$ cat src/rtl/tlb_op_ctrl.sv
// CP0 TLB instruction sequencer (TLBP/TLBR/TLBWI/TLBWR) and owner of the CP0 Random counter.
// TLBP walks the array one entry per cycle through the single indexed read port.
module tlb_op_ctrl #(
  parameter int NUM_ENTRIES = 16,
  parameter int IDX_W       = 4
) (
  input  logic             clk_i,
  input  logic             rst_i,
  input  logic             op_valid_i,
  input  logic [1:0]       op_i,
  output logic             op_ready_o,
  output logic             done_o,
  input  logic [31:0]      cp0_entryhi_i,
  input  logic [31:0]      cp0_entrylo0_i,
  input  logic [31:0]      cp0_entrylo1_i,
  input  logic [31:0]      cp0_index_i,
  input  logic [IDX_W-1:0] cp0_wired_i,
  input  logic             cp0_wired_wr_i,
  output logic [IDX_W-1:0] random_o,
  output logic             index_wr_o,
  output logic [31:0]      index_o,
  output logic             entry_wr_o,
  output logic [31:0]      entryhi_o,
  output logic [31:0]      entrylo0_o,
  output logic [31:0]      entrylo1_o,
  output logic             tlb_wr_o,
  output logic [IDX_W-1:0] tlb_index_o,
  output logic [31:0]      tlb_entryhi_o,
  output logic [31:0]      tlb_entrylo0_o,
  output logic [31:0]      tlb_entrylo1_o,
  output logic [IDX_W-1:0] tlb_rd_index_o,
  input  logic [31:0]      tlb_rd_entryhi_i,
  input  logic [31:0]      tlb_rd_entrylo0_i,
  input  logic [31:0]      tlb_rd_entrylo1_i
);
  localparam logic [2:0] S_IDLE  = 3'd0;
  localparam logic [2:0] S_PROBE = 3'd1;
  localparam logic [2:0] S_READ  = 3'd2;
  localparam logic [2:0] S_WRITE = 3'd3;
  localparam logic [2:0] S_DONE  = 3'd4;

  localparam logic [1:0] OP_TLBP  = 2'b00;
  localparam logic [1:0] OP_TLBR  = 2'b01;
  localparam logic [1:0] OP_TLBWR = 2'b11;

  localparam logic [IDX_W-1:0] IDX_MAX = IDX_W'(NUM_ENTRIES - 1);

  logic [2:0]       state;
  logic [1:0]       op_q;
  logic [IDX_W-1:0] ptr, idx_q, wr_idx_q;
  logic [31:0]      hi_q, lo0_q, lo1_q;
  logic             accept, match;

  assign accept = op_valid_i & op_ready_o;

  // Global entries ignore ASID; bits 12:8 of EntryHi never take part in the compare.
  assign match = (tlb_rd_entryhi_i[31:13] == hi_q[31:13]) &&
                 ((tlb_rd_entrylo0_i[0] & tlb_rd_entrylo1_i[0]) ||
                  (tlb_rd_entryhi_i[7:0] == hi_q[7:0]));

  always_ff @(posedge clk_i or posedge rst_i) begin
    if (rst_i) begin
      state      <= S_IDLE;
      op_q       <= '0;
      ptr        <= '0;
      idx_q      <= '0;
      wr_idx_q   <= '0;
      hi_q       <= '0;
      lo0_q      <= '0;
      lo1_q      <= '0;
      index_o    <= '0;
      entryhi_o  <= '0;
      entrylo0_o <= '0;
      entrylo1_o <= '0;
    end else begin
      case (state)
        S_IDLE: if (accept) begin
          op_q     <= op_i;
          hi_q     <= cp0_entryhi_i;
          lo0_q    <= cp0_entrylo0_i;
          lo1_q    <= cp0_entrylo1_i;
          idx_q    <= cp0_index_i[IDX_W-1:0];
          wr_idx_q <= (op_i == OP_TLBWR) ? random_o : cp0_index_i[IDX_W-1:0];
          ptr      <= '0;
          state    <= (op_i == OP_TLBP) ? S_PROBE :
                      (op_i == OP_TLBR) ? S_READ  : S_WRITE;
        end
        S_PROBE: begin
          if (match) begin
            index_o <= 32'(ptr);
            state   <= S_DONE;
          end else if (ptr == IDX_MAX) begin
            index_o <= 32'h8000_0000;
            state   <= S_DONE;
          end else begin
            ptr <= ptr + 1'b1;
          end
        end
        S_READ: begin
          entryhi_o  <= {tlb_rd_entryhi_i[31:13], 5'b0, tlb_rd_entryhi_i[7:0]};
          entrylo0_o <= tlb_rd_entrylo0_i;
          entrylo1_o <= tlb_rd_entrylo1_i;
          state      <= S_DONE;
        end
        S_WRITE: state <= S_DONE;
        S_DONE:  state <= S_IDLE;
        default: state <= S_IDLE;
      endcase
    end
  end

  // Random counts down from the top to Wired, then reloads; a Wired write reloads too.
  always_ff @(posedge clk_i or posedge rst_i) begin
    if (rst_i)                         random_o <= IDX_MAX;
    else if (cp0_wired_wr_i)           random_o <= IDX_MAX;
    else if (random_o <= cp0_wired_i)  random_o <= IDX_MAX;
    else                               random_o <= random_o - 1'b1;
  end

  assign op_ready_o     = (state == S_IDLE);
  assign done_o         = (state == S_DONE);
  assign index_wr_o     = (state == S_DONE) && (op_q == OP_TLBP);
  assign entry_wr_o     = (state == S_DONE) && (op_q == OP_TLBR);
  assign tlb_wr_o       = (state == S_WRITE);
  assign tlb_index_o    = wr_idx_q;
  assign tlb_entryhi_o  = hi_q;
  assign tlb_entrylo0_o = lo0_q;
  assign tlb_entrylo1_o = lo1_q;
  assign tlb_rd_index_o = (state == S_PROBE) ? ptr : idx_q;

  logic unused_bits;
  assign unused_bits = ^{cp0_index_i[31:IDX_W], tlb_rd_entryhi_i[12:8]};
endmodule

$ cat config.mk
export PLATFORM = sky130hd
export DESIGN_NAME = tlb_op_ctrl
export DESIGN_NICKNAME = d
export VERILOG_FILES = /design/src/rtl/tlb_op_ctrl.sv
export SDC_FILE = /design/constraint.sdc
export NUM_CORES = 1
export LEC_CHECK = 0
export CORE_AREA = 2 2 186 188
export CTS_BUF_LIST = sky130_fd_sc_hd__clkbuf_4
export DETAILED_ROUTE_END_ITERATION = 7
export DIE_AREA = 0 0 188 190
export HOLD_SLACK_MARGIN = 0.08
export PLACE_DENSITY_LB_ADDON = 0.12
export SYNTH_ARGS = -nofsm -noshare
export SYNTH_HDL_FRONTEND = slang
export SYNTH_SLANG_ARGS = --single-unit
$ cat constraint.sdc
create_clock -name clk_i -period 9.2 [get_ports clk_i]
set_input_delay 1.84 -clock clk_i [delete_from_list [all_inputs] [get_ports clk_i]]
set_output_delay 1.84 -clock clk_i [all_outputs]
set_load 0.01 [all_outputs]
Word level (Yosys, flattened, before mapping)
Index checks and enable logic that the tools add are counted.
{"block": "classes", "n_addsub": 2, "magnitude_cmp": 1, "eq_ne": 14, "n_mux": 16, "bitwise_logic": 2, "reduce_logical": 14}
{"cell": "2-to-1 mux 32 bit", "n": 2}
{"cell": "2-to-1 mux 4 bit", "n": 7}
{"cell": "== test 19 bit", "n": 1}
{"cell": "2-to-1 mux 3 bit", "n": 3}
{"cell": "one-hot mux 3 bit (3 select lines)", "n": 1}
{"cell": "== test 8 bit", "n": 1}
{"cell": "one-hot mux 4 bit (2 select lines)", "n": 1}
{"cell": "== test 3 x 2 -> 1 bit (second input constant)", "n": 2}
{"cell": "AND reduction 2 bit", "n": 3}
{"cell": "adder 4 x 1 -> 4 bit (second input constant)", "n": 1}
{"cell": "== test 2 x 1 -> 1 bit (second input constant)", "n": 2}
{"cell": "== test 4 bit (second input constant)", "n": 1}
{"cell": "<= comparator 4 bit", "n": 1}
{"cell": "logical NOT 2 bit", "n": 2}
{"cell": "!= test 2 bit (second input constant)", "n": 2}
{"cell": "AND reduction 4 bit", "n": 1}
{"cell": "nonzero test 2 bit", "n": 2}
{"cell": "subtractor 4 x 1 -> 4 bit (second input constant)", "n": 1}
{"cell": "== test 3 x 1 -> 1 bit (second input constant)", "n": 1}
{"cell": "== test 3 bit (second input constant)", "n": 1}
{"cell": "logical AND 1 bit", "n": 3}
{"cell": "logical NOT 3 bit", "n": 1}
{"cell": "!= test 3 bit (second input constant)", "n": 1}
{"cell": "AND 1 bit", "n": 2}
{"cell": "other kinds (6)", "n": 6}
{"block": "totals", "regBits": 240, "in_bits": 234, "output_inout_bits": 241, "wordCells": 62}

Logic depth before layout (Yosys ltp)
Gate-level depths: netlist of run 1.
{"block": "logic_depth", "depth_word": 5, "mapped_depth": 8}

Least setup slack after synthesis of run 1
No wires, ideal clock.
{"block": "synth_timing", "path_kind": "reg2out", "from": "reg state[1]", "to": "out tlb_rd_index_o[2]", "t_arrival_ps": 1272, "required_time_ps": 7360, "setup_slack_ps": 6088, "stages_incl_launch_ff": 4, "path_buffers": 1, "cell_sequence": "dfrtp_1 > or3b_1 > clkbuf_1 > o21ai_0"}
{"block": "synth_between", "elab_chain_cells": 2}
{"element": "from (decl)", "line_no": "48", "text": "logic [2:0] state;"}
{"element": "from (signal assigned)", "line_no": "85", "text": "state <= (op_i == OP_TLBP) ? S_PROBE :"}
{"element": "== test 3 x 1 -> 1 bit", "line_no": "129", "text": "assign tlb_rd_index_o = (state == S_PROBE) ? ptr : idx_q;"}
{"element": "2-to-1 mux 4 bit", "line_no": "129"}
{"element": "to (decl)", "line_no": "31", "text": "output logic [IDX_W-1:0] tlb_rd_index_o,"}
Every way passes these cells.

Worst setup path after layout of run 1
Same ends and word-level chain as after synthesis.

==> results of run 1 <==
-- power groups by stage --
stage / clock (mW) / sequential (mW) / combinational [mW]
6_report: 0.933 / 1.64 / 2.05
4_1_cts: 0.984 / 1.65 / 2.09
5_1_grt: 1.04 / 1.70 / 2.23
3_3_place_gp: 0 / 1.64 / 2.08
2_1_floorplan: 0 / 1.83 / 0.699
3_5_place_dp: 0 / 1.66 / 2.08
-- worst register-to-register path, cell delays in order (launching register included) --
cell and delay [ps]:
dfrtp_1 420, xor2_1 170, nor4_1 570, a22oi_1 210
nor3_2 730, o21ai_0 360, a32o_1 280
-- sequential cells by signal, summed over array words and instances (netlist names) --
| signal | flops |
|---|---|
| entryhi_o | 27 |
| random_o | 4 |
| tlb_entrylo0_o | 32 |
| tlb_index_o | 4 |
| ptr | 4 |
| tlb_entryhi_o | 32 |
| state | 3 |
| idx_q | 4 |
| tlb_entrylo1_o | 32 |
| op_q | 2 |
| entrylo1_o | 32 |
| index_o | 5 |
| entrylo0_o | 32 |
-- logic make-up (layout without fill, tap and decap cells) --
family	count (synthesis)	count (layout)	synth area share, %
mux	97	97	12.4
simple gates	362	362	16.3
buf+inv	77	534	4.99
compound gates	23	23	1.72
fa+ha+maj	6	6	0.855
xor+xnor	30	30	2.99
other cells	1	36	0.0427
flops	213	213	60.8
-- stage by stage --
stage	utilization (%)	instance area, um^2	worst slack [ps]	hold WS (ps)	total power, mW
final	41.4	14000	4850	472	4.62
after global routing	41.4	14000	4610	499	4.97
after CTS	41.3	14000	4740	476	4.72
after detailed placement	39.0	13200	4430	461	3.74
after global placement	39.0	13200	4460	457	3.72
after floorplan	-	8900	1540	446	2.53
-- cell usage in the layout (no fill, tap or decap), drive strengths merged, types with 2 or more instances in the layout --
| cell | n |
|---|---|
| a21oi | 4 |
| a32o | 4 |
| buf | 7 |
| bufinv | 2 |
| clkbuf | 90 |
| clkdlybuf4s50 | 409 |
| clkinv | 13 |
| conb | 32 |
| dfrtp | 209 |
| dfstp | 4 |
| diode | 4 |
| ha | 6 |
| inv | 13 |
| mux2 | 91 |
| mux2i | 6 |
| nand2 | 329 |
| nand3 | 3 |
| nor2 | 5 |
| nor2b | 2 |
| nor3 | 7 |
| nor3b | 3 |
| nor4 | 6 |
| o21ai | 10 |
| xnor2 | 5 |
| xor2 | 25 |
-- layout make-up --
| class | instances | area (um^2) | area share [%] |
|---|---|---|---|
| sequential | 213 | 5340 | 38.0 |
| inverter | 9 | 41.3 | 0.294 |
| tap | 455 | 569 | 4.05 |
| clock inverter | 19 | 129 | 0.918 |
| multi-input combinational | 550 | 3140 | 22.3 |
| timing repair buffer | 416 | 4150 | 29.5 |
| antenna | 4 | 10.0 | 0.0713 |
| clock buffer | 90 | 676 | 4.81 |
-- how the worst min path moves through the flow --
stage | from | to | slack, ps | cells past startpoint
3_5_place_dp | tlb_entrylo1_o[14] | tlb_entrylo1_o[14] | 460 | 2
2_1_floorplan | idx_q[0] | idx_q[0] | 450 | 2
4_1_cts | tlb_entryhi_o[9] | tlb_entryhi_o[9] | 480 | 2
3_3_place_gp | tlb_entrylo1_o[10] | tlb_entrylo1_o[10] | 460 | 2
5_1_grt | random_o[0] | random_o[0] | 500 | 1
6_report | tlb_entryhi_o[9] | tlb_entryhi_o[9] | 470 | 2
-- layer usage --
metal	vias up	share of wire (%)
met3	57	9.8
met1	3417	41
met4	0	2.4
li1	3463	-
met5	-	0
met2	328	47
==> impl_results.md, run 1 <==
- Status: finished clean
- Routed wire length: 28700 um
- Die area: 0.0357 mm^2
- Number of buffers created by CTS: 66
- Yosys top cell by area: dfrtp_1
- CTS Hold Bufs: 0
- CTS tree: done
- Primary FF master, synth: dfrtp_1
- Area growth from synthesis to layout: 60.0%
- Worst reg2reg path depth: 6
- Post-synth top area share: 59.6%
- Worst Path Buf+Inv: 1
- First-pass GRT wire length: 44400 um
- Port bufs: 409
- Initial Utilization: 25.9%
- Drt drc: 0
- Crit Path Max Fanout: 11
- Clock Power Share: 20.2%
- Crit path max-delay family: buffers and inverters
- Worst hold path class: reg2reg
- R2r endpoint: index_o[2]
- Synth top cells by count: 329 x nand2_1, 209 x dfrtp_1, 91 x mux2_2
- Post-DP HPWL: 20100 um
- DR pass1 iterations: 4
- Internal power: 3.04 mW
- Leak pwr: 6.46 nW
- Site row count: 68
- Via count: 7265
- M3 GR Usage: 7.60%
- # setup viols final: 0
- Post-cts sizing count: 0
- Normalized max-slew margin: 34.6%
- Crit path cell chain: or3b_1 > o21ai_0 > clkdlybuf4s50_1
- Fillers: 3379
- Hold Fails Final Rpt: 0
- Arr. time, crit path: 2510 ps
- Gate power share: 44.3%
- Reg power frac: 35.5%
- Largest cells by area after synthesis: dfrtp_1 60%, nand2_1 14%, mux2_2 12%
- Vias in the first global route: 7531
- Proportion of layout cells with a drive suffix above 1: 16.0%
- VDD IR max: 0.129 mV
- Switching part of the total power: 34.2%
- Async S/R FF share, synth: 100%
- Worst skew pair latency: 710 ps
- Total clock sinks: 213
- Final period utilization: 47.3%
- Largest stage delay, worst path: 620 ps
- Initial antenna violation count: 2
- Slack of the worst reg-to-reg path: 6330 ps
- Finished Layout Cells: 1756
- Post-synth EDFFs: 0
- CP startpoint kind: register
- Setup CP Type: reg2out
- Max_cap viols: 0
- Post-Syn Area: 0.00878 mm^2
- RSZ-0062 raised after global routing: false
- I/O pin total: 475
- Clk pin slew, worst setup/hold paths: 50 ps
- PD cells: 329 mW/mm^2
- Clk root buf: clkbuf_4
- Synth warnings: 0
- # placed instances: 1643
- Syn Area/Cell: 10.9 um^2
- Vias/cell: 4.14
- Sequential area share after synthesis: 60.8%
- Switching power: 1.58 mW
- Slowest cell on crit path: clkdlybuf4s50_1
- Routing usage on met2: 26.0%
- Setup Buffers After CTS: 0
- DRT antenna net count: 0
- Worst-margin pin slew: 981 ps
- Final Max Slew Viols: 0
- Initial DRC count: 203
- Pin count of the biggest net entering global routing: 96
- Die width: 188 um
- Max Root-Sink Buffers: 3
- Achievable frequency: 230 MHz
- Gr busiest metal: met2
- Post-Syn Instances: 809
- CP endpoint: tlb_rd_index_o[2]
- Nets: 1496
- Setup TNS: 0 ps
- Worst path depth: 3
- Crit path from: state[1]
- Core area: 0.0339 mm^2
- Seq cells post-synth: 213
- Worst reg2reg path startpoint: tlb_entryhi_o[3]
- Yosys cell types: 35
- Die Ht: 190 um
- Cell with the most instances after synthesis: nand2_1
- Met1 usage: 18.7%
- CP Capture Type: primary output
- Htree depth: 3
- Total GRT Usage: 16.2%
- Layout Skew: 36.9 ps
- Grt ovf: 0
- Minimum clock period after layout: 4350 ps
- Global placer's final weighted congestion: 0.711
- Worst Path Required: 7360 ps
- Per-cell routed wire length: 16.3 um
Power figures use the tool's default switching activity.
==> run 2: changes to the inputs <==
==> constraint.sdc (replaced) <==
create_clock -name clk_i -period 4.3 [get_ports clk_i]
set_input_delay 0.86 -clock clk_i [delete_from_list [all_inputs] [get_ports clk_i]]
set_output_delay 0.86 -clock clk_i [all_outputs]
set_load 0.01 [all_outputs]
==> run 2 against run 1 <==
- routed wire length is 2.0% lower
- combinational power is 110% higher
- total power up 110%
- register-to-register slack worse by 4300 ps
- final cell count is 0.51% lower
- worst setup slack worse by 3900 ps
- clock power up 99%
- sequential share of layout area rose by 0.051 points
- critical path depth stayed put
- flip-flop and latch count unchanged
- critical endpoint unchanged
==> impl_results.md, run 2 (synthesized netlist as in run 1, its figures left out) <==
- Post-cts sizing count: 0
- Worst Path Required: 3440 ps
- Setup CP Type: reg2out
- VDD IR max: 0.242 mV
- Clk root buf: clkbuf_4
- Global placer's final weighted congestion: 0.730
- Die area: 0.0357 mm^2
- Via count: 7151
- Dpl ws: 1180 ps
- Worst hold path class: reg2reg
- RSZ-0062 raised after global routing: false
- Site row count: 68
- Post-route cell area: 0.0140 mm^2
- Vias in the first global route: 7459
- Arr. time, crit path: 2480 ps
- Area growth from synthesis to layout: 59.7%
- Clock Power Share: 19.1%
- Reg power frac: 36.0%
- Core area: 0.0339 mm^2
- Power Total: 9.74 mW
- Post-DP HPWL: 19500 um
- Status: finished clean
- Setup TNS: 0 ps
- Leak pwr: 6.44 nW
- Final Max Slew Viols: 0
- I/O pin total: 475
- Layout Skew: 28.2 ps
- DR pass1 iterations: 4
- Multi-input gate area: 0.00314 mm^2
- DRT antenna net count: 0
- CTS tree: done
- First-pass GRT wire length: 43800 um
- Die width: 188 um
- Post-route setup slack: 964 ps
- Htree depth: 3
- Initial antenna violation count: 3
- Util after Layout: 41.3%
- Normalized max-slew margin: 51.0%
- Slack of the worst reg-to-reg path: 2030 ps
- Routed wire length: 28100 um
- Max Root-Sink Buffers: 3
- Vias/cell: 4.09
- Setup Buffers After CTS: 0
- Final period utilization: 77.6%
- Clk pin slew, worst setup/hold paths: 60 ps
- Proportion of layout cells with a drive suffix above 1: 15.9%
- Crit Path Max Fanout: 11
- Per-cell routed wire length: 16.1 um
- Total GRT Usage: 15.8%
- Initial Utilization: 25.9%
- CTS Hold Bufs: 0
- Port bufs: 409
- Worst-margin pin slew: 735 ps
- Pin count of the biggest net entering global routing: 115
- Reg area: 0.00534 mm^2
- Internal power: 6.42 mW
- Switching part of the total power: 34.0%
- Fillers: 3338
- Worst skew pair latency: 660 ps
- Drt drc: 0
- Grt ovf: 0
- Total clock sinks: 213
- Nets: 1498
- Achievable frequency: 300 MHz
- Most frequent cells in the layout: 409 x clkdlybuf4s50_1, 328 x nand2_1, 209 x dfrtp_1
- Die Ht: 190 um
- Initial DRC count: 200
- # setup viols final: 0
- Minimum clock period after layout: 3340 ps
- CP Capture Type: primary output
- Area after DPL: 0.0133 mm^2
- CP startpoint kind: register
- Max_cap viols: 0
- Number of buffers created by CTS: 67
- Gate power share: 45.0%
- PD cells: 694 mW/mm^2
- Hold Fails Final Rpt: 0
- Switching power: 3.32 mW
- Commonest non-fill, non-tap cell in the layout: clkdlybuf4s50_1
[run 2: changes by cell type in the layout (fill, tap and decap cells not counted), sizes merged, moves of 2 or more]
cell | before | now
clkbuf | 90 | 95
bufinv | 2 | 0
clkinv | 13 | 5
diode | 4 | 2
inv | 13 | 9
[run 2: metrics by stage]
step,std cells,hold WS (ps)
detailed placement,1644,461
global route,1747,490
finish,1747,469
floorplan,840,446
global placement,1644,458
CTS,1745,475
[run 2: power groups by stage]
stage	registers, mW	logic [mW]	clock network (mW)
finish	3.50	4.38	1.86
global route	3.65	4.78	2.10
CTS	3.52	4.49	1.97
detailed placement	3.54	4.48	0
global placement	3.51	4.47	0
floorplan	3.91	1.49	0
[run 2: worst max-delay path, cell delays in order, from the launching register on]
cell and delay, ps:
dfrtp_1 430, or3b_1 560, o21ai_0 240, clkdlybuf4s50_1 600
[run 2: final cells by class]
type / instances / share of cell area (%)
inverter: 9 / 0.268
antenna: 2 / 0.0357
timing repair buffer: 417 / 30.0
multi-input combinational: 550 / 22.4
clock buffer: 95 / 5.08
clock inverter: 6 / 0.169
sequential: 213 / 38.0
tap: 455 / 4.06
[run 2: path summary, 6_finish.rpt]
check | start | end | cells after the start
min in group asynchronous | rst_i | tlb_entrylo1_o[31] | 3
hold reg to reg | tlb_entrylo1_o[23] | tlb_entrylo1_o[23] | 2
setup reg to reg | state[1] | tlb_entrylo0_o[17] | 5
setup / recovery | state[1] | tlb_rd_index_o[2] | 3
max in group asynchronous | rst_i | entryhi_o[2] | 3
hold / removal | tlb_entrylo1_o[23] | tlb_entrylo1_o[23] | 2
[run 2: layer usage]
metal / wire length [um] / GRT usage, % / part of all wire [%]
met2: 12800 / 24.1 / 45
met1: 11700 / 19.3 / 42
met3: 3090 / 7.69 / 11
met4: 539 / 5.75 / 1.9
met5: 0 / 0 / 0
